**config.mk**
```make
export PLATFORM = sky130hd
export DESIGN_NAME = pipe_ctrl
export DESIGN_NICKNAME = d
export VERILOG_FILES = /design/src/rtl/pipe_ctrl.sv
export SDC_FILE = /design/constraint.sdc
export NUM_CORES = 1
export LEC_CHECK = 0
export CELL_PAD_IN_SITES_DETAIL_PLACEMENT = 1
export CELL_PAD_IN_SITES_GLOBAL_PLACEMENT = 2
export CORE_AREA = 2 2 130 132
export CTS_CLUSTER_SIZE = 12
export DETAILED_ROUTE_END_ITERATION = 8
export DIE_AREA = 0 0 132 134
export MAX_ROUTING_LAYER = met4
export PLACE_DENSITY = 0.87
export SETUP_SLACK_MARGIN = 0.4
export SLEW_MARGIN = 20
export SYNTH_ARGS = -nofsm -noshare
export SYNTH_HDL_FRONTEND = slang
export SYNTH_SLANG_ARGS = --single-unit
```
**constraint.sdc**
```tcl
create_clock -name clk_i -period 2.44 [get_ports clk_i]
set_clock_uncertainty 0.2 [all_clocks]
set_input_delay 0.488 -clock clk_i [delete_from_list [all_inputs] [get_ports clk_i]]
set_output_delay 0.488 -clock clk_i [all_outputs]
set_load 0.1 [all_outputs]
```
**src/rtl/pipe_ctrl.sv**
```systemverilog
// Five-stage in-order pipeline handshake controller: per-stage valid flops,
// over/allow_in handshakes, branch/exception flushes and performance counters.
module pipe_ctrl #(
    parameter int CNT_W = 32
) (
    input  logic             clk_i,
    input  logic             rstn_i,
    input  logic             fetch_valid_i,
    input  logic             id_ready_i,
    input  logic             ex_ready_i,
    input  logic             mem_ready_i,
    input  logic             wb_ready_i,
    input  logic             br_flush_i,
    input  logic             exc_flush_i,
    output logic             ctl_if_over_o,
    output logic             ctl_id_over_o,
    output logic             ctl_ex_over_o,
    output logic             ctl_mem_over_o,
    output logic             ctl_wb_over_o,
    output logic             ctl_id_allow_in_o,
    output logic             ctl_ex_allow_in_o,
    output logic             ctl_mem_allow_in_o,
    output logic             ctl_wb_allow_in_o,
    output logic             id_valid_o,
    output logic             ex_valid_o,
    output logic             mem_valid_o,
    output logic             wb_valid_o,
    output logic [CNT_W-1:0] cycle_cnt_o,
    output logic [CNT_W-1:0] stall_cnt_o,
    output logic [CNT_W-1:0] retire_cnt_o
);

    logic v_id, v_ex, v_mem, v_wb;
    logic tr_if_id, tr_id_ex, tr_ex_mem, tr_mem_wb;
    logic stall_inc, retire_inc;

    assign ctl_if_over_o  = fetch_valid_i;
    assign ctl_id_over_o  = v_id  & id_ready_i;
    assign ctl_ex_over_o  = v_ex  & ex_ready_i;
    assign ctl_mem_over_o = v_mem & mem_ready_i;
    assign ctl_wb_over_o  = v_wb  & wb_ready_i;

    // Back-pressure ripples from WB toward ID within a single cycle.
    assign ctl_wb_allow_in_o  = !v_wb  | wb_ready_i;
    assign ctl_mem_allow_in_o = !v_mem | (ctl_mem_over_o & ctl_wb_allow_in_o);
    assign ctl_ex_allow_in_o  = !v_ex  | (ctl_ex_over_o  & ctl_mem_allow_in_o);
    assign ctl_id_allow_in_o  = !v_id  | (ctl_id_over_o  & ctl_ex_allow_in_o);

    // Flushes only gate the flop updates; the handshake outputs stay untouched.
    assign tr_if_id  = ctl_if_over_o  & ctl_id_allow_in_o  & !br_flush_i & !exc_flush_i;
    assign tr_id_ex  = ctl_id_over_o  & ctl_ex_allow_in_o  & !exc_flush_i;
    assign tr_ex_mem = ctl_ex_over_o  & ctl_mem_allow_in_o & !exc_flush_i;
    assign tr_mem_wb = ctl_mem_over_o & ctl_wb_allow_in_o  & !exc_flush_i;

    assign id_valid_o  = v_id;
    assign ex_valid_o  = v_ex;
    assign mem_valid_o = v_mem;
    assign wb_valid_o  = v_wb;

    assign stall_inc  = fetch_valid_i & !ctl_id_allow_in_o;
    assign retire_inc = ctl_wb_over_o & !exc_flush_i;

    always_ff @(posedge clk_i or negedge rstn_i) begin
        if (!rstn_i) begin
            v_id  <= 1'b0;
            v_ex  <= 1'b0;
            v_mem <= 1'b0;
            v_wb  <= 1'b0;
        end else begin
            if (br_flush_i | exc_flush_i)                   v_id <= 1'b0;
            else if (tr_if_id)                              v_id <= 1'b1;
            else if (ctl_id_over_o & ctl_ex_allow_in_o)     v_id <= 1'b0;

            if (exc_flush_i)                                v_ex <= 1'b0;
            else if (tr_id_ex)                              v_ex <= 1'b1;
            else if (ctl_ex_over_o & ctl_mem_allow_in_o)    v_ex <= 1'b0;

            if (exc_flush_i)                                v_mem <= 1'b0;
            else if (tr_ex_mem)                             v_mem <= 1'b1;
            else if (ctl_mem_over_o & ctl_wb_allow_in_o)    v_mem <= 1'b0;

            if (tr_mem_wb)                                  v_wb <= 1'b1;
            else if (ctl_wb_over_o)                         v_wb <= 1'b0;
        end
    end

    always_ff @(posedge clk_i or negedge rstn_i) begin
        if (!rstn_i) begin
            cycle_cnt_o  <= '0;
            stall_cnt_o  <= '0;
            retire_cnt_o <= '0;
        end else begin
            cycle_cnt_o  <= cycle_cnt_o  + CNT_W'(1);
            stall_cnt_o  <= stall_cnt_o  + CNT_W'(stall_inc);
            retire_cnt_o <= retire_cnt_o + CNT_W'(retire_inc);
        end
    end

endmodule

```
# [Yosys cells after proc, flatten, opt, wreduce, memory -nomap -nowiden]
# Cells that the tools add are included.
[word_totals] ff_bits=100 input_bits=9 out_inout_bits=109 wordCells=52
[classes] n_addsub=3 muxes=11 bitwise_logic=20 reduce_logical=11
[ops] operator="adder 32 x 1 -> 32 bit" n=2
[ops] operator="adder 32 x 1 -> 32 bit, second input constant" n=1
[ops] operator="bitwise AND 1 bit" n=15
[ops] operator="two-way mux 1 bit" n=11
[ops] operator="nonzero test 3 bit" n=3
[ops] operator="zero test 1 bit" n=7
[ops] operator="bitwise OR 1 bit" n=5
[ops] operator="nonzero test 2 bit" n=1

# [Depth between registers and ports, before layout]
# Gate-level depths: netlist of the first run.
[depth] ltp_word=13 mapped_depth=10 depth_no_buf=10

# [Least setup slack after synthesis of the first run]
# No wires, ideal clock.
[synth_timing] path_kind="register -> register" startpoint="register v_wb, in the netlist wb_valid_o" endpoint="register stall_cnt_o[18]" setup_ps=159 t_arrival_ps=4593 required_ps=2081 setup_slack_ps=-2512 stages_incl_launch_ff=11 path_buffers=0 period_less_slack_ps=4952 path_cell_list="dfrtp_1 > nand2b_1 > a21boi_1 > o21ai_1 > a211oi_1 > ha_1 > ha_1 > nand3_1 > nor2_4 > nand4_1 > xnor2_1"
[synth_between] elab_chain_len=11
[synth_rtl] item="start: declaration" line="33" text="logic v_id, v_ex, v_mem, v_wb;"
[synth_rtl] item="start signal: assignment" line="68" text="v_wb <= 1'b0;"
[synth_rtl] item="start signal: assignment" line="82" text="if (tr_mem_wb) v_wb <= 1'b1;"
[synth_rtl] item="start signal: assignment" line="83" text="else if (ctl_wb_over_o) v_wb <= 1'b0;"
[synth_rtl] item="zero test 1 bit" line="44" text="assign ctl_wb_allow_in_o = !v_wb | wb_ready_i;"
[synth_rtl] item="bitwise OR 1 bit" line="44"
[synth_rtl] item="net ctl_wb_allow_in_o" line="23" text="output logic ctl_wb_allow_in_o,"
[synth_rtl] item="bitwise AND 1 bit" line="45" text="assign ctl_mem_allow_in_o = !v_mem | (ctl_mem_over_o & ctl_wb_allow_in_o);"
[synth_rtl] item="bitwise OR 1 bit" line="45"
[synth_rtl] item="bitwise AND 1 bit" line="46" text="assign ctl_ex_allow_in_o = !v_ex | (ctl_ex_over_o & ctl_mem_allow_in_o);"
[synth_rtl] item="bitwise OR 1 bit" line="46"
[synth_rtl] item="net ctl_ex_allow_in_o" line="21" text="output logic ctl_ex_allow_in_o,"
[synth_rtl] item="bitwise AND 1 bit" line="47" text="assign ctl_id_allow_in_o = !v_id | (ctl_id_over_o & ctl_ex_allow_in_o);"
[synth_rtl] item="bitwise OR 1 bit" line="47"
[synth_rtl] item="zero test 1 bit" line="60" text="assign stall_inc = fetch_valid_i & !ctl_id_allow_in_o;"
[synth_rtl] item="bitwise AND 1 bit" line="60"
[synth_rtl] item="adder 32 x 1 -> 32 bit" line="94" text="stall_cnt_o <= stall_cnt_o + CNT_W'(stall_inc);"
[synth_rtl] item="end signal: assignment" line="94"
[synth_rtl] item="end: declaration" line="29" text="output logic [CNT_W-1:0] stall_cnt_o,"
# The timed path passes the listed nets, and every way through them passes these cells.
# A chain may end at the register's enable or synchronous reset.

# [Worst setup path after layout of the first run]
[layout_timing] startpoint="register v_wb, in the netlist wb_valid_o" endpoint="register stall_cnt_o[21]"
[layout_between] elab_chain_len=11
[layout_rtl] item="zero test 1 bit" line="44"
[layout_rtl] item="bitwise OR 1 bit" line="44"
[layout_rtl] item="bitwise AND 1 bit" line="45"
[layout_rtl] item="bitwise OR 1 bit" line="45"
[layout_rtl] item="bitwise AND 1 bit" line="46"
[layout_rtl] item="bitwise OR 1 bit" line="46"
[layout_rtl] item="bitwise AND 1 bit" line="47"
[layout_rtl] item="bitwise OR 1 bit" line="47"
[layout_rtl] item="zero test 1 bit" line="60"
[layout_rtl] item="bitwise AND 1 bit" line="60"
[layout_rtl] item="adder 32 x 1 -> 32 bit" line="94"
# No other way between the ends.

==> results.yml, run 1 <==
drt:
  drt-total-wl_um: 12740
  num_vias: 3554
  ant_nets: 0
  first_pass_iters: 4
  routedWlPerCell_um: 16.63
  viasPerCell: 4.640
  remaining_drc_errors: 0
  drtIter0Drc: 85
floorplan:
  ios: 118
  die-area_um2: 17690
  placementRows: 47
  chipHeight_um: 134
  initial_core_util_pct: 27.40
  die_w_um: 132
  core_um2: 16290
clocking:
  path_clk_slew_ns: 0.07
  cts.htree.levels: 3
  cts_buffers: 9
  clock_path_buffers: 2
  cts_tree: "yes"
  cts.sinks: 100
  clock-root-buffer: "clkbuf_16"
  clkLatencyLatePin_ns: 0.35
worst_setup_path:
  crit_path_end: "stall_cnt_o[21]"
  r2r_slack_ns: 0.09
  path_class: "reg -> reg"
  cp-startpoint: "wb_valid_o"
  reg2reg_to: "stall_cnt_o[21]"
  cp.required_ns: 2.50
  ff2ff_path_depth: 10
  r2r_start: "wb_valid_o"
  end_kind: "register"
  cp_data_arrival_time_ns: 2.41
  worstPathMaxFanout: 5
  cp-start-kind: "register"
synthesis:
  synth_nets: 393
  ys_ff_latch: 100
  yosysWarnings: 0
  async_flop_share_pct: 100.0
  synth_compound_gate_area_share_pct: 1.093
  synth_top_family_by_area: "simple AND/OR/NAND/NOR gates"
  synthCells: 378
  syn_area_per_cell_um2: 11.81
  synth.most_common_cell: "dfrtp_1"
  synth_xor_area_share_pct: 17.66
  yosys.area_share.adder_pct: 1.682
  seq_area_frac_synth_pct: 56.07
  muxShareOfSynthArea_pct: 0
  synth_area_leaders: "dfrtp_1 (56%), xnor2_1 (13%), nand4_1 (4.5%)"
  synth_simple_gate_area_share_pct: 21.64
  yosys_most_used_dff: "dfrtp_1"
  syn_area_um2: 4463
  synth_edf_count: 0
  yosysUniqueCellTypes: 36
  yosysTopAreaCell: "dfrtp_1"
  synth.cells.most_frequent: "dfrtp_1 (100), xnor2_1 (68), nand3_1 (33)"
  synth_top_cell_area_share_pct: 56.07
timing:
  slew_viol_final: 0
  tightest_slew_ns: 0.4924
  slew_headroom_pct: 67.17
  whs_ns: 0.2723
  setup_viol: 0
  min_period_ns: 2.345
  finalCritPeriodShare_pct: 96.12
  fmax_mhz: 426.4
  hold_viol_final: 0
  grt_setup_unrepaired: "yes"
global_route:
  grt_first_pass_wirelength_um: 20060
  grt_max_degree: 59
  grt.total_usage_pct: 14.63
  antenna_found_initial: 0
  grt_pass1_vias: 3803
  grt-ovfl-total: 0
power_and_ir_drop:
  ir_drop_mv: 0.3223
  power_mw: 3.589
  p_leak_nw: 3.359
  power.density_nw_per_um2: 516.4
min_path:
  hp-class: "reg -> reg"
place:
  gp_congestion: 0.7576
  place_hpwl_um: 8738
  portBuffers: 117
finish:
  fin_nets: 556
  area_delta_synth_final_pct: 55.70
  drive_gt1_share_pct: 49.82
  n_antenna_cell: 0
flow_run:
  drv_cap: 0
run_status:
  outcome: "complete, no violations"
## flip-flops by register name, summed over array words and instances (netlist names)
name,flops
cycle_cnt_o,32
retire_cnt_o,32
id_valid_o,1
stall_cnt_o,32
mem_valid_o,1
wb_valid_o,1
ex_valid_o,1
## critical path: stages, from the launching register on
cell,delay [ns]
dfrtp_4,0.43
nand2b_4,0.07
a21boi_4,0.17
o21ai_4,0.08
a211oi_4,0.26
ha_2,0.26
nand3_4,0.11
buf_6,0.15
nor2_4,0.16
nand4_1,0.16
xnor2_1,0.21
## cells in the final DEF (no fill, tap or decap), types with 11 or more instances in the layout
| master | Yosys | final |
|---|---|---|
| dfrtp_1 | 100 | 70 |
| nand2_1 | 22 | 15 |
| xnor2_2 | 0 | 12 |
| xor2_1 | 22 | 22 |
| dfrtp_2 | 0 | 19 |
| nand3_1 | 33 | 16 |
| xnor2_1 | 68 | 56 |
| nand4_1 | 32 | 32 |
| dfrtp_4 | 0 | 11 |
| and4_1 | 15 | 15 |
| buf_4 | 1 | 125 |
| buf_6 | 1 | 13 |
## cells by family (layout without fill, tap and decap cells)
| logic type | count (synthesis) | after routing |
|---|---|---|
| and+or+nand+nor | 156 | 157 |
| AOI/OAI and AO/OA | 8 | 8 |
| adders and majority gates | 6 | 6 |
| xor gates and xnor gates | 90 | 90 |
| buffers and inverters | 18 | 185 |
| DFF | 100 | 100 |
## per-layer routing
layer	GRT usage (%)	routed length, µm	vias to the layer above
li1	-	-	1643
met2	24.62	6780	80
met5	-	0	-
met3	3.137	534	17
met1	17.23	5177	1814
met4	5.616	242	0
## worst min path at each step
stage	slack, ns	cells past startpoint	to	start
floorplan	-0.008	0	cycle_cnt_o[12]	rstn_i
global placement	0.19	1	retire_cnt_o[30]	rstn_i
detailed placement	0.19	1	retire_cnt_o[30]	rstn_i
CTS	0.29	1	stall_cnt_o[31]	stall_cnt_o[31]
global route	0.30	1	cycle_cnt_o[31]	cycle_cnt_o[31]
finish	0.27	1	cycle_cnt_o[21]	cycle_cnt_o[21]
## cell type report
cell class                 instances  area [µm²]
timing repair buffer             158        1395
tap                              220       275.3
inverter                          11       51.30
clock buffer                      13       270.3
sequential                       100        2567
clock inverter                     3       43.79
fill                            1762        9340
multi-input combinational        261        2346
## metrics by stage
step	setup WS, ns	instance area (µm²)	instances	util, %	TNS, ns
2_1_floorplan	-0.5841	4634	378	-	-19.72
4_1_cts	0.02575	6565	754	40.30	0
3_3_place_gp	-0.4926	6025	726	36.98	-14.34
5_1_grt	-0.03095	6949	766	42.66	-0.03851
6_report	0.09458	6949	766	42.66	0
3_5_place_dp	-0.6032	6025	726	36.98	-18.98
## power breakdown
group | total, mW | switching, mW | internal (mW)
Sequential | 1.73 | 0.0457 | 1.68
Clock | 1.51 | 0.626 | 0.881
Combinational | 0.355 | 0.278 | 0.0765
Total | 3.59 | 0.950 | 2.64
## what timing repair did
item / 4_1_cts / 5_1_grt
buffers inserted: 10 / 12
cloned: 1 / 0
setup endpoints to repair: 63 / 58
pin swaps: 25 / 60
hold buffers: 1 / 0
hold endpoints to repair: 19 / 0
gates resized for setup: 36 / 58
Note: power is estimated with default switching activity, not from simulation.
==> run 2: changes to the inputs <==
--- a/config.mk
+++ b/config.mk
@@ -12,7 +12,7 @@
 export DETAILED_ROUTE_END_ITERATION = 8
 export DIE_AREA = 0 0 132 134
 export MAX_ROUTING_LAYER = met4
-export PLACE_DENSITY = 0.87
+export PLACE_DENSITY_LB_ADDON = 0.1
 export SETUP_SLACK_MARGIN = 0.4
 export SLEW_MARGIN = 20
 export SYNTH_ARGS = -nofsm -noshare
==> results.yml, run 2 (synthesized netlist as in run 1, its figures left out) <==
run_status:
  outcome: "complete, no violations"
drt:
  ant_nets: 0
  routedWlPerCell_um: 15.43
  remaining_drc_errors: 0
  drtIter0Drc: 113
  num_vias: 3442
  viasPerCell: 4.511
  first_pass_iters: 4
  drt-total-wl_um: 11770
finish:
  layout_commonest_cell: "buf_4"
  n_fill_cell: 1756
  area_delta_synth_final_pct: 53.21
  drive_gt1_share_pct: 48.43
  final_core_util_pct: 41.98
  fin_area_um2: 6838
  fin_nets: 553
  n_antenna_cell: 0
  final_cell_mix: "buf_4 (125), dfrtp_1 (70), xnor2_1 (62)"
  largest_registers: "cycle_cnt_o x32, retire_cnt_o x32, stall_cnt_o x32"
clocking:
  clkLatencyLatePin_ns: 0.35
  cts_buffers: 9
  clock-root-buffer: "clkbuf_16"
  path_clk_slew_ns: 0.07
  clock_path_buffers: 2
  cts.htree.levels: 3
  cts.sinks: 100
  cts_tree: "yes"
timing:
  slew_headroom_pct: 67.55
  setup_viol: 0
  hold_viol_final: 0
  min_period_ns: 2.360
  slew_viol_final: 0
  setup_slack_ns: 0.07983
  fmax_mhz: 423.7
  finalCritPeriodShare_pct: 96.73
  grt_setup_unrepaired: "yes"
  tightest_slew_ns: 0.4868
power_and_ir_drop:
  power.density_nw_per_um2: 527.6
  ir_drop_mv: 0.3323
  seqPwrFrac_pct: 47.8
  p_comb_share_pct: 9.8
  p_int_mw: 2.666
  netSwitchingFraction_pct: 26.11
  pwr-share-clk_pct: 42.4
  p_leak_nw: 3.248
  p_sw_mw: 0.9419
floorplan:
  chipHeight_um: 134
  core_um2: 16290
  placementRows: 47
  die_w_um: 132
  die-area_um2: 17690
  initial_core_util_pct: 27.40
  ios: 118
worst_setup_path:
  cp-start-kind: "register"
  cp_data_arrival_time_ns: 1.67
  path_buf_inv: 3
  cp.required_ns: 1.75
  path_class: "reg -> out"
  worstPathMaxFanout: 3
  critPathTopFamily: "compound AO/OA/AOI/OAI gates"
  cp_cell_sequence: "nand2b_4, a21boi_4, o21ai_4, buf_4, buf_6, a21o_4, buf_12"
  slowest_stage: "dfrtp_4"
  end_kind: "output port"
  critPathMaxStageDelay_ns: 0.42
place:
  place_area_um2: 6055
  dp_slack_ns: -0.5036
  gp_congestion: 0.7455
  place_hpwl_um: 8501
  portBuffers: 117
global_route:
  use_met2_pct: 23.12
  met3_usage_pct: 4.346
  grt-busiest-layer: "met2"
  use_met1_pct: 18.01
  grt-ovfl-total: 0
  grt_max_degree: 40
  grt_first_pass_wirelength_um: 19590
  grt.total_usage_pct: 14.43
  antenna_found_initial: 0
  grt_pass1_vias: 3608
min_path:
  hp-class: "reg -> reg"
flow_run:
  drv_cap: 0
run 2: cell types whose count changed in the layout (fill, tap and decap cells not counted), sizes merged:
cell      before  now
buf          150  147
clkinvlp       2    3
clkinv         2    1
run 2: path summary, 6_finish.rpt:
kind | to | cells past startpoint | slack (ns) | startpoint
worst max-delay path | ctl_id_allow_in_o | 7 | 0.08 | wb_valid_o
worst min-delay path | stall_cnt_o[31] | 1 | 0.27 | stall_cnt_o[31]
worst max register to register | stall_cnt_o[15] | 10 | 0.16 | wb_valid_o
worst min register to register | stall_cnt_o[31] | 1 | 0.27 | stall_cnt_o[31]
max in group asynchronous | stall_cnt_o[21] | 3 | 0.95 | rstn_i
min in group asynchronous | cycle_cnt_o[11] | 2 | 0.45 | rstn_i
run 2: metrics by stage:
| stage | total power [mW] | std cells | setup TNS [ns] | hold WS (ns) |
|---|---|---|---|---|
| 2_1_floorplan | 1.969 | 378 | -19.72 | -0.007591 |
| 3_3_place_gp | 2.107 | 730 | -13.97 | 0.2562 |
| 3_5_place_dp | 2.106 | 730 | -15.94 | 0.2670 |
| 4_1_cts | 3.685 | 756 | 0 | 0.2816 |
| 5_1_grt | 3.762 | 763 | -0.006985 | 0.2929 |
| 6_report | 3.608 | 763 | 0 | 0.2726 |
run 2: routing by layer:
metal,vias up,share of wire [%]
met5,-,0
met3,7,4.5
li1,1636,-
met1,1731,44
met4,0,1.0
met2,68,51
run 2: area by class of cell:
class | instances | area, µm² | share of cell area (%)
sequential | 100 | 2567 | 37.55
multi-input combinational | 261 | 2263 | 33.10
timing repair buffer | 155 | 1358 | 19.85
clock buffer | 13 | 280.3 | 4.099
tap | 220 | 275.3 | 4.026
inverter | 11 | 51.30 | 0.7502
clock inverter | 3 | 42.54 | 0.6221
run 2: power groups by stage:
| stage | Clock, mW | Sequential, mW | Combinational (mW) |
|---|---|---|---|
| 6_report | 1.53 | 1.72 | 0.354 |
| 4_1_cts | 1.60 | 1.72 | 0.359 |
| 3_3_place_gp | 0 | 1.75 | 0.355 |
| 3_5_place_dp | 0 | 1.75 | 0.355 |
| 5_1_grt | 1.66 | 1.73 | 0.372 |
| 2_1_floorplan | 0 | 1.93 | 0.0408 |
run 2: timing repair:
action                                  4_1_cts  5_1_grt
endpoints found under the setup margin       62       64
endpoints found under the hold margin        32        0
pin swaps                                    25       42
buffers inserted                              8        7
gates resized for setup                      39       39
hold buffers                                  1        0
gates cloned                                  1        0
